--- config.mk ---
export PLATFORM = sky130hd
export DESIGN_NAME = signal_period_meter
export DESIGN_NICKNAME = d
export VERILOG_FILES = /design/src/rtl/signal_period_meter_pkg.sv /design/src/rtl/signal_period_meter_edge_sync.sv /design/src/rtl/signal_period_meter.sv
export SDC_FILE = /design/constraint.sdc
export NUM_CORES = 1
export LEC_CHECK = 0
export ABC_AREA = 0
export CORE_MARGIN = 2
export CORE_UTILIZATION = 40
export DETAILED_ROUTE_END_ITERATION = 16
export GPL_ROUTABILITY_DRIVEN = 0
export PLACE_DENSITY = 0.64
export REMOVE_ABC_BUFFERS = 1
export SLEW_MARGIN = 20
export SYNTH_ARGS = -nofsm -noshare
export SYNTH_HDL_FRONTEND = slang
export SYNTH_SLANG_ARGS = --single-unit
--- constraint.sdc ---
create_clock -name clk_100MHz -period 3.16 [get_ports clk_100MHz]
set_input_delay 0.632 -clock clk_100MHz [delete_from_list [all_inputs] [get_ports clk_100MHz]]
set_output_delay 0.632 -clock clk_100MHz [all_outputs]
set_load 0.005 [all_outputs]
--- src/rtl/signal_period_meter_pkg.sv ---
// Shared definitions for the period meter: FSM encodings and default sizing,
// also picked up by the clock-divider bench.
package signal_period_meter_pkg;

    typedef enum logic [1:0] {
        ST_IDLE    = 2'd0,
        ST_ARM     = 2'd1,
        ST_MEASURE = 2'd2
    } state_t;

    localparam int DEF_CNT_W       = 27;
    localparam int DEF_TIMEOUT     = 120_000_000;
    localparam int DEF_SYNC_STAGES = 2;

endpackage

--- src/rtl/signal_period_meter_edge_sync.sv ---
// Multi-flop synchroniser for an asynchronous input followed by a history flop
// that yields single-cycle rise/fall pulses in the clk_100MHz domain.
module edge_sync
    import signal_period_meter_pkg::*;
#(
    parameter int SYNC_STAGES = DEF_SYNC_STAGES
) (
    input  logic clk_100MHz,
    input  logic reset_n,
    input  logic sig_in,
    output logic rise_det,
    output logic fall_det
);

    logic [SYNC_STAGES-1:0] sync_q;
    logic                   prev_q;
    logic                   sync_s;

    assign sync_s = sync_q[SYNC_STAGES-1];

    always_ff @(posedge clk_100MHz or negedge reset_n) begin
        if (!reset_n) begin
            sync_q <= '0;
            prev_q <= 1'b0;
        end else begin
            sync_q <= {sync_q[SYNC_STAGES-2:0], sig_in};
            prev_q <= sync_s;
        end
    end

    assign rise_det = sync_s & ~prev_q;
    assign fall_det = ~sync_s & prev_q;

endmodule

--- src/rtl/signal_period_meter.sv ---
// Measures period and high time of a slow asynchronous square wave in
// clk_100MHz cycles, with a sticky timeout for a stalled input.
module signal_period_meter
    import signal_period_meter_pkg::*;
#(
    parameter int CNT_W       = DEF_CNT_W,
    parameter int TIMEOUT     = DEF_TIMEOUT,
    parameter int SYNC_STAGES = DEF_SYNC_STAGES
) (
    input  logic             clk_100MHz,
    input  logic             reset_n,
    input  logic             enable,
    input  logic             sig_in,
    output logic [CNT_W-1:0] period,
    output logic [CNT_W-1:0] high_time,
    output logic             meas_valid,
    output logic             timeout,
    output logic             busy
);

    localparam logic [CNT_W-1:0] TMO = CNT_W'(TIMEOUT);

    state_t           state_q, state_d;
    logic [CNT_W-1:0] cnt_q, cnt_d;
    logic [CNT_W-1:0] hi_tmp_q, hi_tmp_d;
    logic [CNT_W-1:0] period_d, high_time_d;
    logic             meas_valid_d, timeout_d;
    logic             rise_det, fall_det;

    edge_sync #(
        .SYNC_STAGES(SYNC_STAGES)
    ) u_edge_sync (
        .clk_100MHz(clk_100MHz),
        .reset_n   (reset_n),
        .sig_in    (sig_in),
        .rise_det  (rise_det),
        .fall_det  (fall_det)
    );

    always_ff @(posedge clk_100MHz or negedge reset_n) begin
        if (!reset_n) begin
            state_q    <= ST_IDLE;
            cnt_q      <= '0;
            hi_tmp_q   <= '0;
            period     <= '0;
            high_time  <= '0;
            meas_valid <= 1'b0;
            timeout    <= 1'b0;
        end else begin
            state_q    <= state_d;
            cnt_q      <= cnt_d;
            hi_tmp_q   <= hi_tmp_d;
            period     <= period_d;
            high_time  <= high_time_d;
            meas_valid <= meas_valid_d;
            timeout    <= timeout_d;
        end
    end

    always_comb begin
        state_d      = state_q;
        cnt_d        = cnt_q;
        hi_tmp_d     = hi_tmp_q;
        period_d     = period;
        high_time_d  = high_time;
        meas_valid_d = 1'b0;
        timeout_d    = timeout;

        if (!enable) begin
            state_d   = ST_IDLE;
            cnt_d     = '0;
            timeout_d = 1'b0;
        end else begin
            case (state_q)
                ST_IDLE: begin
                    cnt_d   = '0;
                    state_d = ST_ARM;
                end
                ST_ARM: begin
                    if (rise_det) begin
                        cnt_d   = CNT_W'(1);
                        state_d = ST_MEASURE;
                    end else if (cnt_q == TMO) begin
                        timeout_d = 1'b1;
                        cnt_d     = '0;
                    end else begin
                        cnt_d = cnt_q + CNT_W'(1);
                    end
                end
                ST_MEASURE: begin
                    // A rising edge on the same cycle as the limit still yields a result.
                    if (rise_det) begin
                        period_d     = cnt_q;
                        high_time_d  = hi_tmp_q;
                        meas_valid_d = 1'b1;
                        timeout_d    = 1'b0;
                        cnt_d        = CNT_W'(1);
                    end else if (cnt_q == TMO) begin
                        timeout_d = 1'b1;
                        cnt_d     = '0;
                        state_d   = ST_ARM;
                    end else begin
                        cnt_d = cnt_q + CNT_W'(1);
                        if (fall_det) begin
                            hi_tmp_d = cnt_q;
                        end
                    end
                end
                default: begin
                    state_d = ST_IDLE;
                    cnt_d   = '0;
                end
            endcase
        end
    end

    assign busy = (state_q != ST_IDLE);

endmodule

# == Yosys cells after proc, flatten, opt, wreduce, memory -nomap -nowiden ==
# Index checks and enable logic that the tools add are counted.
# classes
mux,17
n_mul,0
n_addsub,1
n_div,0
n_eq_ne,8
magnitude_cmp,0
reduce_logical,7
bitwise,6
shifts,0
# ops
operator,count
$mux 27,4
$add 27x1->27 const B,1
$eq 27x27->1 const B,1
$ne 3x3->1 const B,4
$mux 2,4
$mux 1,7
$pmux 2 s3,1
$reduce_and 3->1,2
$reduce_and 5->1,1
$not 1->1,4
$ne 3x1->1 const B,1
$and 1x1->1,2
$eq 2x1->1 const B,1
$eq 2x2->1 const B,1
$logic_not 2->1,1
$pmux 1 s2,1
$reduce_and 2->1,1
$reduce_bool 2->1,1
$reduce_or 2->1,1
# word_totals
in_bits,4
regBits,115
n_memories,0
latchBits,0
ram_bits,0
out_inout_bits,57
romBits,0

# == Depth between registers and ports, before layout ==
# logic_depth
ltp_word,5
depth_mapped,8

# == Cells and area by module ==
# From an unflattened synthesis, not the netlist that was laid out.
# hier_totals
hier_cells,381
area_unflattened_um2,4878.4
# by_module_without_submodules
module,cells_each,n_inst,area_each_um2
signal_period_meter,376,1,4788.3
edge_sync,5,1,90.1

# == Least setup slack after synthesis ==
# No wires, ideal clock.
# synth_path
path_type,reg-to-reg
start,register cnt_q[0]
end,register hi_tmp_q[10]
stages_incl_launch_ff,9
t_required_ns,3.035
arrival_ns,2.014
setup_ns,0.125
path_buffers,1
synth_period_minus_slack_ns,2.139
setup_slack_ns,1.021
path_cell_list,dfrtp_1 inv_1 ha_1 or4b_2 nor3_2 and2_4 nor2_4 buf_6 mux2_4
# synth_between
elab_chain_cells,3
# synth_lines
item,line,source
start: declaration,signal_period_meter.sv:24,"logic [CNT_W-1:0] cnt_q, cnt_d;"
start signal: assignment,signal_period_meter.sv:51,cnt_q <= cnt_d;
$eq 27x27->1,signal_period_meter.sv:98,end else if (cnt_q == TMO) begin
$not 1->1 (no line),n/a,
$reduce_and 5->1 (no line),n/a,
end signal: assignment,signal_period_meter.sv:52,hi_tmp_q <= hi_tmp_d;
end: declaration,signal_period_meter.sv:25,"logic [CNT_W-1:0] hi_tmp_q, hi_tmp_d;"
# No other way between the ends.
# A chain may end at the register's enable or synchronous reset.

# == Worst setup path after layout ==
# layout_path
start,register cnt_q[0]
end,register hi_tmp_q[16]
# Same word-level chain as after synthesis.

==> run_results.csv <==
group,metric,value,unit
finish,layout.cells.non_filler,690,
pwr,leakagePower,2.962,nW
floorplan,row_count,40,
worst_setup_path,arrival,2.69,ns
finish,nets,540,
timing,final-setup-viol-count,0,
cts,clk_latency,0.40,ns
cts,postCtsHoldBufs,0,
timing,maxClockFrequency,415.3,MHz
timing,timing.final.crit_share,76.20,%
worst_setup_path,reg2reg_from,"cnt_q[0]$_DFF_PN0_",
worst_setup_path,r2r_cells,8,
drt,post-route-drc-count,0,
drt,wl_per_cell,14.17,um
synthesis,async_reset_ff_share,100.0,%
timing,final_hold_viol_count,0,
cts,path_clk_slew,0.06,ns
drt,vias_per_cell,4.810,
worst_setup_path,crit_required,3.44,ns
cts,cts-buffers-inserted,17,
timing,fin_worst_skew,0.007473,ns
grt,grt_max_degree,59,
grt,gr-total-overflow,0,
synthesis,synth_area,4886,um2
floorplan,io_pins,61,
synthesis,avgSynthCellArea,10.42,um2
synthesis,yosys.cell_types.count,37,
cts,cts.sinks,115,
floorplan,die_w,114.5,um
worst_setup_path,timing.rr.end,"hi_tmp_q[16]$_DFFE_PN0P_",
pwr,p_per_area,609.8,nW/um2
grt,grt_pass1_vias,3417,
finish,mostFrequentLayoutCells,"165 x nand2_1, 115 x dfrtp_1, 59 x clkdlybuf4s50_1",
synthesis,synthesis.instances,469,
grt,antenna_found_initial,0,
finish,mostFrequentLayoutCell,"nand2_1",
floorplan,start_util,40.85,%
placed_design,pre_cts_slack,0.5756,ns
synthesis,synth_edf_count,0,
worst_setup_path,rrSetupSlack,0.75,ns
drt,ant_nets,0,
floorplan,die_y,114.5,um
placed_design,dp_hpwl,6489,um
finish,drive_gt1_share,14.00,%
synthesis,synth_ff_type,"dfrtp_1",
synthesis,ys_ff_latch,115,
grt,grt_usage,16.38,%
grt,grt_pass1_wl,16870,um
worst_hold_path,hp-class,"in2async",
cts,clockBufferDepth,2,
placed_design,port_buffers,60,
worst_setup_path,crit_type,"reg2reg",
pwr,vdd_ir_drop_max,0.0003595,V
timing,worst_pin_slew,0.7665,ns
run,drv_cap,0,
cts,cts_tree,"yes",
drt,vias,3319,
timing,fin_ws,0.7520,ns
floorplan,core,11960,um2
drt,drt_iter0_drc,179,
drt,wl,9774,um
timing,drv_slew,0,
worst_setup_path,end_kind,"flip-flop",
worst_setup_path,cp_max_fo,16,
timing,finalWorstPathRequiredPeriod,2.408,ns
worst_setup_path,cp-start-kind,"flip-flop",
finish,antenna_cells,0,
cts,cts_setup_buffers,0,
synthesis,ys_warn_count,0,
finish,area_growth,27.81,%
finish,fillers,1047,
timing,rsz0062_at_grt,"no",
placed_design,dp_cells,658,
cts,ctsResizeCount,0,
synthesis,yosysSeqAreaShare,58.90,%
timing,max_slew_margin,48.48,%
finish,utilization,52.21,%
drt,drtPass1Iterations,5,
cts,ctsRootBufferMaster,"clkbuf_16",
floorplan,dieArea,13110,um2
cts,cts_htree_levels,4,
outcome,status,"complete, no violations",
-- per-layer routing --
metal | vias to the layer above | wire [um] | GRT usage, %
met2 | 65 | 4438 | 23.94
met4 | 0 | 72 | 6.179
met1 | 1607 | 4944 | 22.99
met5 | - | 0 | 0
li1 | 1640 | - | -
met3 | 7 | 319 | 4.923
-- state kept, by name, indices dropped and copies added (netlist names), 2 cells and up --
| register | count |
|---|---|
| high_time | 27 |
| hi_tmp_q | 27 |
| u_edge_sync.sync_q | 2 |
| period | 27 |
| cnt_q | 27 |
| state_q | 2 |
-- logic make-up (layout without fill, tap and decap cells) --
logic type | after synthesis | in the layout | share of synthesized area, %
simple gates | 249 | 249 | 22.41
flops | 115 | 115 | 58.90
buf+inv | 33 | 107 | 3.124
mux | 29 | 29 | 8.195
xor+xnor | 25 | 25 | 4.481
compound gates | 12 | 12 | 1.357
fa+ha+maj | 6 | 6 | 1.536
-- how the worst max path moves through the flow --
stage / startpoint / end / slack (ns) / cells after the start
final: cnt_q[0]$_DFF_PN0_ / hi_tmp_q[16]$_DFFE_PN0P_ / 0.75 / 8
after detailed placement: enable / hi_tmp_q[26]$_DFFE_PN0P_ / 0.58 / 5
after global routing: cnt_q[0]$_DFF_PN0_ / hi_tmp_q[16]$_DFFE_PN0P_ / 0.67 / 8
after floorplan: state_q[0]$_DFFE_PN0P_ / meas_valid$_DFF_PN0_ / -0.28 / 4
after CTS: cnt_q[0]$_DFF_PN0_ / hi_tmp_q[16]$_DFFE_PN0P_ / 0.76 / 8
after global placement: enable / hi_tmp_q[26]$_DFFE_PN0P_ / 0.64 / 5
-- synth_stat cells (all sizes together) (8+ instances only) --
cell      n  area [um2]
buf       8       58.80
clkbuf   16       60.06
dfrtp   115        2878
inv       8       30.03
mux2     28       390.4
nand2   165       619.3
nand3    15       75.07
nand4    11       68.82
nor2     36       142.6
xnor2    10       87.58
xor2     15       131.4
-- worst max-delay path, cell delays in order, from the launching register on --
cell and delay, ns:
dfrtp_1 0.45, inv_1 0.14, ha_1 0.14, or4b_2 0.60, nor3_2 0.16, and2_4 0.21, nor2_4 0.10, buf_12 0.19
mux2_4 0.30
-- stage by stage --
step / total power [mW] / hold WS [ns] / instance area [um2] / setup TNS (ns)
4_1_cts: 3.841 / 0.2793 / 6245 / 0
3_5_place_dp: 1.884 / 0.3464 / 5637 / 0
2_1_floorplan: 1.738 / 0.3312 / 4767 / -13.67
3_3_place_gp: 1.870 / 0.3410 / 5637 / 0
5_1_grt: 3.963 / 0.3069 / 6245 / 0
6_report: 3.808 / 0.2619 / 6245 / 0
-- where the power goes --
| group | internal [mW] | total [mW] | switching, mW | leakage (nW) |
|---|---|---|---|---|
| Combinational | 0.126 | 0.316 | 0.190 | 1.08 |
| Sequential | 1.51 | 1.54 | 0.0353 | 1.60 |
| Clock | 1.25 | 1.95 | 0.701 | 0.286 |
-- final cells by class --
cell class                      instances  area, um2  share of cell area (%)
Multi-Input combinational cell        321       1861                   29.79
Clock inverter                         15      182.7                   2.925
Timing Repair Buffer                   66      680.7                   10.90
Tap cell                              147      183.9                   2.945
Clock buffer                           17      425.4                   6.812
Inverter                                9      33.78                  0.5410
Sequential cell                       115       2878                   46.08
(Power assumes the default switching activity.)
